### config.mk
export PLATFORM = sky130hd
export DESIGN_NAME = fetch_unit
export DESIGN_NICKNAME = d
export VERILOG_FILES = /design/src/rtl/fetch_unit_pkg.sv /design/src/rtl/fetch_field_split.sv /design/src/rtl/fetch_unit.sv
export SDC_FILE = /design/constraint.sdc
export NUM_CORES = 1
export LEC_CHECK = 0
export ABC_CLOCK_PERIOD_IN_PS = 2840
export CORE_MARGIN = 10
export CORE_UTILIZATION = 49
export CTS_BUF_LIST = sky130_fd_sc_hd__clkbuf_8 sky130_fd_sc_hd__clkbuf_16
export CTS_CLUSTER_SIZE = 30
export DETAILED_ROUTE_END_ITERATION = 8
export GPL_TIMING_DRIVEN = 1
export PLACE_DENSITY = 0.89
export SLEW_MARGIN = 10
export SYNTH_ARGS = -nofsm -noshare
export SYNTH_HDL_FRONTEND = slang
export SYNTH_SLANG_ARGS = --single-unit
### constraint.sdc
create_clock -name clk -period 2.84 [get_ports clk]
set_input_delay 0.426 -clock clk [delete_from_list [all_inputs] [get_ports clk]]
set_output_delay 0.426 -clock clk [all_outputs]
set_load 0.02 [all_outputs]
### src/rtl/fetch_unit_pkg.sv
// Shared fetch/decode definitions: instruction field geometry, widths and the fetch FSM encoding.
// The vector-load states exist only when FETCH_RESET_VECTOR_EN is defined.
package fetch_unit_pkg;

  localparam int OPCODE_W = 5;
  localparam int REG_W    = 3;
  localparam int SHMNT_W  = 5;
  localparam int INST_W   = 16;
  localparam int ADDR_W   = 32;

  localparam int OPCODE_LSB = 11;
  localparam int RS_LSB     = 8;
  localparam int RD_LSB     = 5;
  localparam int SHMNT_LSB  = 0;

  localparam logic [OPCODE_W-1:0] NOP_OPCODE = 5'd0;

`ifdef FETCH_RESET_VECTOR_EN
  typedef enum logic [1:0] {
    RUN    = 2'd0,
    VEC_HI = 2'd1,
    VEC_LO = 2'd2
  } fetch_state_e;
`else
  typedef enum logic [0:0] {
    RUN = 1'b0
  } fetch_state_e;
`endif

endpackage

### src/rtl/fetch_field_split.sv
// Slices a 16-bit instruction word into opcode/Rs/Rd/shmnt; an invalid slot yields an all-zero NOP.
module fetch_field_split
  import fetch_unit_pkg::*;
(
  input  logic [INST_W-1:0]   inst,
  input  logic                valid,
  output logic [OPCODE_W-1:0] opcode,
  output logic [REG_W-1:0]    Rs,
  output logic [REG_W-1:0]    Rd,
  output logic [SHMNT_W-1:0]  shmnt
);

  // Field extraction with valid gating
  always_comb begin
    opcode = NOP_OPCODE;
    Rs     = 3'd0;
    Rd     = 3'd0;
    shmnt  = 5'd0;
    if (valid) begin
      opcode = inst[OPCODE_LSB +: OPCODE_W];
      Rs     = inst[RS_LSB +: REG_W];
      Rd     = inst[RD_LSB +: REG_W];
      shmnt  = inst[SHMNT_LSB +: SHMNT_W];
    end else begin
      opcode = NOP_OPCODE;
    end
  end

endmodule

### src/rtl/fetch_unit.sv
// Instruction-fetch stage: PC sequencing, stall hold, branch redirect with one-slot squash.
// Define FETCH_RESET_VECTOR_EN to load the start PC from memory words 0 and 1 after reset.
module fetch_unit
  import fetch_unit_pkg::*;
#(
  parameter logic [ADDR_W-1:0] RESET_PC = 32'h0000_0000
) (
  input  logic                clk,
  input  logic                rst,
  input  logic                stall,
  input  logic                branch_taken,
  input  logic [ADDR_W-1:0]   branch_target,
  output logic [ADDR_W-1:0]   imem_addr,
  input  logic [INST_W-1:0]   imem_rdata,
  output logic [ADDR_W-1:0]   Next_inst_addr,
  output logic [OPCODE_W-1:0] opcode,
  output logic [REG_W-1:0]    Rs,
  output logic [REG_W-1:0]    Rd,
  output logic [SHMNT_W-1:0]  shmnt,
  output logic                inst_valid
);

`ifdef FETCH_RESET_VECTOR_EN
  localparam fetch_state_e        START_STATE = VEC_HI;
  localparam logic [ADDR_W-1:0]   START_PC    = 32'h0000_0000;
`else
  localparam fetch_state_e        START_STATE = RUN;
  localparam logic [ADDR_W-1:0]   START_PC    = RESET_PC;
`endif

  fetch_state_e      state_r, state_s;
  logic [ADDR_W-1:0] pc_r, pc_s;
  logic [ADDR_W-1:0] inflight_pc_r, inflight_pc_s;
  logic              inflight_vld_r, inflight_vld_s;
  // The memory re-reads the PC while stalled, so the slot's word is parked here.
  logic              held_r, held_s;
  logic [INST_W-1:0] held_word_r, held_word_s;
  logic [INST_W-1:0] word_s;
`ifdef FETCH_RESET_VECTOR_EN
  logic [INST_W-1:0] vec_hi_r, vec_hi_s;
`endif

  // Next-state and next-PC selection
  always_comb begin
    state_s        = state_r;
    pc_s           = pc_r;
    inflight_pc_s  = inflight_pc_r;
    inflight_vld_s = inflight_vld_r;
    held_s         = held_r;
    held_word_s    = held_word_r;
`ifdef FETCH_RESET_VECTOR_EN
    vec_hi_s       = vec_hi_r;
`endif
    case (state_r)
      RUN: begin
        if (branch_taken) begin
          pc_s           = branch_target;
          inflight_vld_s = 1'b0;
          held_s         = 1'b0;
        end else if (stall) begin
          if (!held_r) begin
            held_s      = 1'b1;
            held_word_s = imem_rdata;
          end else begin
            held_s      = 1'b1;
          end
        end else begin
          inflight_pc_s  = pc_r;
          inflight_vld_s = 1'b1;
          pc_s           = pc_r + 32'd1;
          held_s         = 1'b0;
        end
      end
`ifdef FETCH_RESET_VECTOR_EN
      VEC_HI: begin
        vec_hi_s = imem_rdata;
        pc_s     = 32'd1;
        state_s  = VEC_LO;
      end
      VEC_LO: begin
        pc_s    = {vec_hi_r, imem_rdata};
        state_s = RUN;
      end
`endif
      default: begin
        state_s        = RUN;
        inflight_vld_s = 1'b0;
        held_s         = 1'b0;
      end
    endcase
  end

  // State registers
  always_ff @(posedge clk or posedge rst) begin
    if (rst) begin
      state_r        <= START_STATE;
      pc_r           <= START_PC;
      inflight_pc_r  <= 32'd0;
      inflight_vld_r <= 1'b0;
      held_r         <= 1'b0;
      held_word_r    <= 16'd0;
`ifdef FETCH_RESET_VECTOR_EN
      vec_hi_r       <= 16'd0;
`endif
    end else begin
      state_r        <= state_s;
      pc_r           <= pc_s;
      inflight_pc_r  <= inflight_pc_s;
      inflight_vld_r <= inflight_vld_s;
      held_r         <= held_s;
      held_word_r    <= held_word_s;
`ifdef FETCH_RESET_VECTOR_EN
      vec_hi_r       <= vec_hi_s;
`endif
    end
  end

  assign imem_addr      = pc_r;
  assign inst_valid     = inflight_vld_r;
  assign Next_inst_addr = inflight_vld_r ? (inflight_pc_r + 32'd1) : 32'd0;
  assign word_s         = held_r ? held_word_r : imem_rdata;

  fetch_field_split u_split (
    .inst   (word_s),
    .valid  (inflight_vld_r),
    .opcode (opcode),
    .Rs     (Rs),
    .Rd     (Rd),
    .shmnt  (shmnt)
  );

endmodule

==> impl_metrics.env, run 1 <==
export IMPL_drt_iter0_markers=404
export IMPL_maxCapViolCount=0
export IMPL_fin_crit_sh=0.988
export IMPL_vias=4616
export IMPL_final_hold_violation_count=0
export IMPL_grt_pass1_vias=4795
export IMPL_dpl_hpwl_mm=11.1
export IMPL_routed_wire_length_per_instance_um=18.5
export IMPL_numPlacedInstances=774
export IMPL_path_cells="buf_4 -> nand4_1 -> or3_4 -> o41ai_1 -> dlygate4sd2_1"
export IMPL_die_width_um=119
export IMPL_leakage_nw=2.67
export IMPL_gr_total_overflow=0
export IMPL_max_freq_ghz=0.356
export IMPL_num_io_pins=133
export IMPL_antenna_found_initial=1
export IMPL_cts_clk_slew_worst_paths_ps=80
export IMPL_drt_wl_total_mm=14.6
export IMPL_cp_end_kind="output pin"
export IMPL_hold_path_class="primary input to async pin"
export IMPL_cp_max_fo=10
export IMPL_first_pass_iters=5
export IMPL_syn_to_final_growth_pct=39.3
export IMPL_fin_cells=792
export IMPL_crit_type="flop to output pin"
export IMPL_cp_num_buf_inv=2
export IMPL_critPathRequiredTime_ps=2410
export IMPL_yosys_most_used_dff="dfrtp_1"
export IMPL_coreArea_um2=9640
export IMPL_async_reset_ff_frac=1.00
export IMPL_rsz0062_at_grt="false"
export IMPL_ant_nets=0
export IMPL_p_per_area_nw_per_um2=523
export IMPL_setup_viol=0
export IMPL_setup_slack_ps=34.9
export IMPL_initial_core_util=0.497
export IMPL_fin_util=0.692
export IMPL_synth_edf_count=0
export IMPL_stdcell_area_um2=6670
export IMPL_cts_sinks=82
export IMPL_ys_seq_area_frac=0.428
export IMPL_cp_slowest_cell="o41ai_1"
export IMPL_portBuffers=132
export IMPL_ys_warnings_count=0
export IMPL_gp_congestion=0.872
export IMPL_cp_top_family="simple AND/OR/NAND/NOR gates"
export IMPL_floorplan_rows=36
export IMPL_postSynthCellCount=506
export IMPL_synth_seq_cells=82
export IMPL_crit_path_start_kind="flop"
export IMPL_synth_area_leaders="dfrtp_1 43%, mux2_2 10%, mux2i_1 3.8%"
export IMPL_synth_top_area_cell="dfrtp_1"
export IMPL_place_ws_ps=-91.1
export IMPL_period_minus_slack_ps=2810
export IMPL_worstPathArrival_ps=2380
export IMPL_slew_headroom=0.531
export IMPL_slew_violations=0
export IMPL_nets=707
export IMPL_synthesis_nets=560
export IMPL_clock_skew_ps=9.64
export IMPL_drc=0
export IMPL_synth_top_area_frac=0.428
export IMPL_clock_latency_ps=350
export IMPL_status="finished, final reports clean"
export IMPL_worst_pin_slew_ps=702
export IMPL_grt_max_degree=42
export IMPL_root_buffer="clkbuf_8"
export IMPL_clockBufferDepth=2
export IMPL_power_mw=3.49
export IMPL_irDropWorstVdd_uv=232
export IMPL_syn_area_um2=4790
export IMPL_drive_gt1_frac=0.205
export IMPL_avgSynthCellArea_um2=9.47
export IMPL_yosysUniqueCellTypes=44
export IMPL_die_area_um2=14100
export IMPL_via_per_inst=5.83
export IMPL_cts_tree="built"
export IMPL_cts_buffers_inserted=9
export IMPL_dpl_cell_area_um2=6440
export IMPL_htree_levels=3
export IMPL_track_usage=0.202
export IMPL_chipHeight_um=119
export IMPL_slowest_delay_ps=490
export IMPL_grt_pass1_wl_mm=23.8
-- power breakdown --
part | total (mW) | internal [mW] | switching (mW)
Sequential | 1.52 | 1.34 | 0.184
Clock | 0.932 | 0.513 | 0.418
Combinational | 1.04 | 0.523 | 0.519
-- sequential cells by signal (all words and copies together) (netlist names) --
name	count
inst_valid	1
held_r	1
held_word_r	16
imem_addr	32
inflight_pc_r	32
-- synthesized netlist by cell type, types with 8 or more instances --
cell       n
mux2i_1   18
clkbuf_1  26
mux2_2    44
or3_1      9
or4_1     23
dfrtp_1   82
o21ai_0   25
nand2_1   44
nor2_1    45
and4_1     8
inv_1     11
nand4_1   15
xor2_1    16
nand3_1   25
a31oi_1   13
a21oi_1   17
o31ai_1   19
-- path summary, 6_finish.rpt --
kind	to	cells past startpoint	slack [ps]	from
max	Next_inst_addr[29]	5	30	inflight_pc_r[0]
min	held_word_r[10]	2	500	rst
max reg2reg	imem_addr[31]	5	660	imem_addr[6]
min reg2reg	held_word_r[5]	1	510	held_word_r[5]
max in group asynchronous	inflight_pc_r[28]	3	1540	rst
min in group clk	held_word_r[5]	1	510	held_word_r[5]
-- cells in the final DEF, fill, tap and decap left out, types with 7 or more instances in the layout --
cell type        instances
o31ai_1                 19
clkbuf_8                10
nand3_1                 24
mux2_2                  44
or3_1                    7
buf_2                    7
a21oi_1                 15
nand4_1                 15
clkdlybuf4s50_1        112
buf_4                   41
a31oi_1                 13
xor2_1                  16
dfrtp_1                 81
nand2_1                 44
mux2i_1                 18
o21ai_0                 25
or4_1                   21
and4_1                   8
inv_1                   11
nor2_1                  44
-- cell families (layout without fill, tap and decap cells) --
kind of cell,after synthesis,in the layout,synth area share
AOI/OAI and AO/OA,90,90,0.119
xor gates and xnor gates,22,22,0.0402
adders and majority gates,2,2,0.00522
buffers and inverters,49,201,0.0420
DFF,82,82,0.428
muxes,62,62,0.141
other,0,1,0
and+or+nand+nor,199,199,0.224
-- cell type report --
type,count,area [um^2]
Inverter,12,46.3
Multi-Input combinational cell,375,2600
Sequential cell,82,2050
Clock inverter,6,81.3
Timing Repair Buffer,173,1590
Fill cell,754,2970
Tap cell,133,166
Antenna cell,1,2.50
Clock buffer,10,138
-- routing by layer --
layer,part of all wire,track usage,vias up
met3,0.078,0.0468,26
met2,0.50,0.342,214
li1,-,-,2174
met1,0.41,0.243,2202
met4,0.018,0.0817,0
met5,0,0,-
-- stage by stage --
stage / hold WS [ps] / setup TNS (ps)
floorplan: 480 / 0
global placement: 489 / 0
detailed placement: 496 / -213
CTS: 509 / -262
global route: 531 / 0
finish: 496 / 0
-- what timing repair did --
| item | in CTS | in global routing |
|---|---|---|
| resized for setup | 52 | 21 |
| buffers inserted | 0 | 1 |
| gates cloned | 0 | 0 |
| hold buffers | 0 | 0 |
| endpoints found under the setup margin | 19 | 22 |
| pin swaps | 0 | 3 |
Power figures use the tool's default switching activity.
==> run 2: changes to the inputs <==
- CORE_ASPECT_RATIO: not set -> 2
- PLACE_DENSITY: 0.89 -> 0.81
==> run 2 against run 1 <==
Effect of this change: combinational power barely moved; final area rose by 1.5%; non-clock buffer count fell by 1; die area rose by 1.7%; core utilization rose by 1.1 points; routed wire length rose by 2.8%; clock-buffer cell count did not move; fmax rose by 1.0%; sequential share of layout area fell by 0.47 points; worst setup slack improved by 28 ps; via count rose by 1.2%; global-route usage rose by 0.58 points; critical endpoint is now Next_inst_addr[25]; highest routed layer unchanged.
==> impl_metrics.env, run 2 (synthesis results as in run 1) <==
export IMPL_status="finished, final reports clean"
export IMPL_max_freq_ghz=0.360
export IMPL_numPlacedInstances=773
export IMPL_portBuffers=132
export IMPL_die_width_um=89.9
export IMPL_final_hold_violation_count=0
export IMPL_setup_slack_ps=63.1
export IMPL_crit_type="flop to output pin"
export IMPL_clock_latency_ps=340
export IMPL_mostFrequentLayoutCell="clkdlybuf4s50_1"
export IMPL_coreArea_um2=9640
export IMPL_cp_end_kind="output pin"
export IMPL_routed_wire_length_per_instance_um=19.1
export IMPL_grt_pass1_wl_mm=24.6
export IMPL_rsz0062_at_grt="true"
export IMPL_drt_iter0_markers=179
export IMPL_worstPathArrival_ps=2350
export IMPL_num_io_pins=133
export IMPL_antennaDiodeCount=0
export IMPL_slowest_delay_ps=490
export IMPL_slew_headroom=0.396
export IMPL_r2r_end="imem_addr[31]"
export IMPL_die_area_um2=14400
export IMPL_first_pass_iters=5
export IMPL_drive_gt1_frac=0.194
export IMPL_ant_nets=0
export IMPL_initial_core_util=0.497
export IMPL_drt_wl_total_mm=15.0
export IMPL_cp_max_fo=6
export IMPL_leakage_nw=2.69
export IMPL_antenna_found_initial=0
export IMPL_final_cell_mix="113 x clkdlybuf4s50_1, 82 x dfrtp_1, 44 x mux2_2, 44 x nand2_1, 44 x nor2_1"
export IMPL_irDropWorstVdd_uv=484
export IMPL_grt_pass1_vias=4902
export IMPL_period_minus_slack_ps=2780
export IMPL_grt_max_degree=50
export IMPL_maxCapViolCount=0
export IMPL_via_per_inst=5.93
export IMPL_rr_worst_depth=5
export IMPL_dpl_hpwl_mm=11.6
export IMPL_crit_path_start_kind="flop"
export IMPL_post_cts_setup_buffers=0
export IMPL_clockBufferDepth=2
export IMPL_floorplan_rows=51
export IMPL_rr_startpoint="imem_addr[2]"
export IMPL_htree_levels=3
export IMPL_clock_skew_ps=5.34
export IMPL_place_ws_ps=-107
export IMPL_nets=706
export IMPL_gr_total_overflow=0
export IMPL_cts_tree="built"
export IMPL_worst_pin_slew_ps=906
export IMPL_power_mw=3.72
export IMPL_track_usage=0.208
export IMPL_fin_util=0.703
export IMPL_vias=4672
export IMPL_p_per_area_nw_per_um2=549
export IMPL_slew_violations=0
export IMPL_root_buffer="clkbuf_16"
export IMPL_syn_to_final_growth_pct=41.4
export IMPL_chipHeight_um=160
export IMPL_cp_slowest_cell="or4_4"
export IMPL_path_cells="buf_4 -> nand4_1 -> or4_4 -> or4_1 -> a21oi_1 -> clkdlybuf4s15_2"
export IMPL_setup_viol=0
export IMPL_critPathRequiredTime_ps=2410
export IMPL_cts_buffers_inserted=9
export IMPL_drc=0
export IMPL_cts_clk_slew_worst_paths_ps=60
export IMPL_gp_congestion=0.941
export IMPL_rrSetupSlack_ps=370
export IMPL_fin_crit_sh=0.978
export IMPL_cts_sinks=82
export IMPL_hold_path_class="primary input to async pin"
export IMPL_fin_cells=788
run 2: cell types whose count changed in the layout (fill, tap and decap cells not counted), moves of 3 or more:
cell,change
dlygate4sd2_1,+4
clkbuf_16,+9
clkbuf_8,-9
buf_2,-3
o311ai_1,-3
run 2: area by class of cell:
class	count	area [um^2]
inverter	12	46.3
fill	712	2860
timing repair buffer	172	1620
clock buffer	10	239
tap	132	165
sequential	82	2050
multi-input combinational	375	2610
clock inverter	5	48.8
run 2: routing by layer:
metal | global-route usage | wire, um
met1 | 0.205 | 5260
met3 | 0.0427 | 742
met2 | 0.381 | 8210
met5 | 0 | 0
met4 | 0.135 | 814
run 2: power breakdown:
part,internal [mW],switching [mW]
clock network,0.690,0.443
registers,1.34,0.188
logic,0.534,0.525
total,2.56,1.16
run 2: repair_timing:
item / CTS / global route
gates resized for setup: 43 / 19
setup endpoints to repair: 19 / 14
hold buffers: 0 / 0
run 2: worst max path at each step:
stage / to / start
3_3_place_gp: Next_inst_addr[30] / inflight_pc_r[0]
4_1_cts: Next_inst_addr[22] / inflight_pc_r[0]
5_1_grt: Next_inst_addr[24] / inflight_pc_r[0]
2_1_floorplan: held_r / rst
6_report: Next_inst_addr[25] / inflight_pc_r[0]
3_5_place_dp: Next_inst_addr[24] / inflight_pc_r[0]
run 2: critical path, delay by kind of cell, from the launching register on:
kind                   cells  cell delay, ps
buffers and inverters      2             440
AOI/OAI and AO/OA          1             160
and+or+nand+nor            3            1050
DFF                        1             370
run 2: metrics by stage:
step	setup TNS, ps	hold WS (ps)	area (um^2)
finish	0	461	6770
global route	-7.30	525	6770
CTS	-156	482	6750
detailed placement	-412	497	6460
global placement	-1.88	488	6460
floorplan	0	480	4790
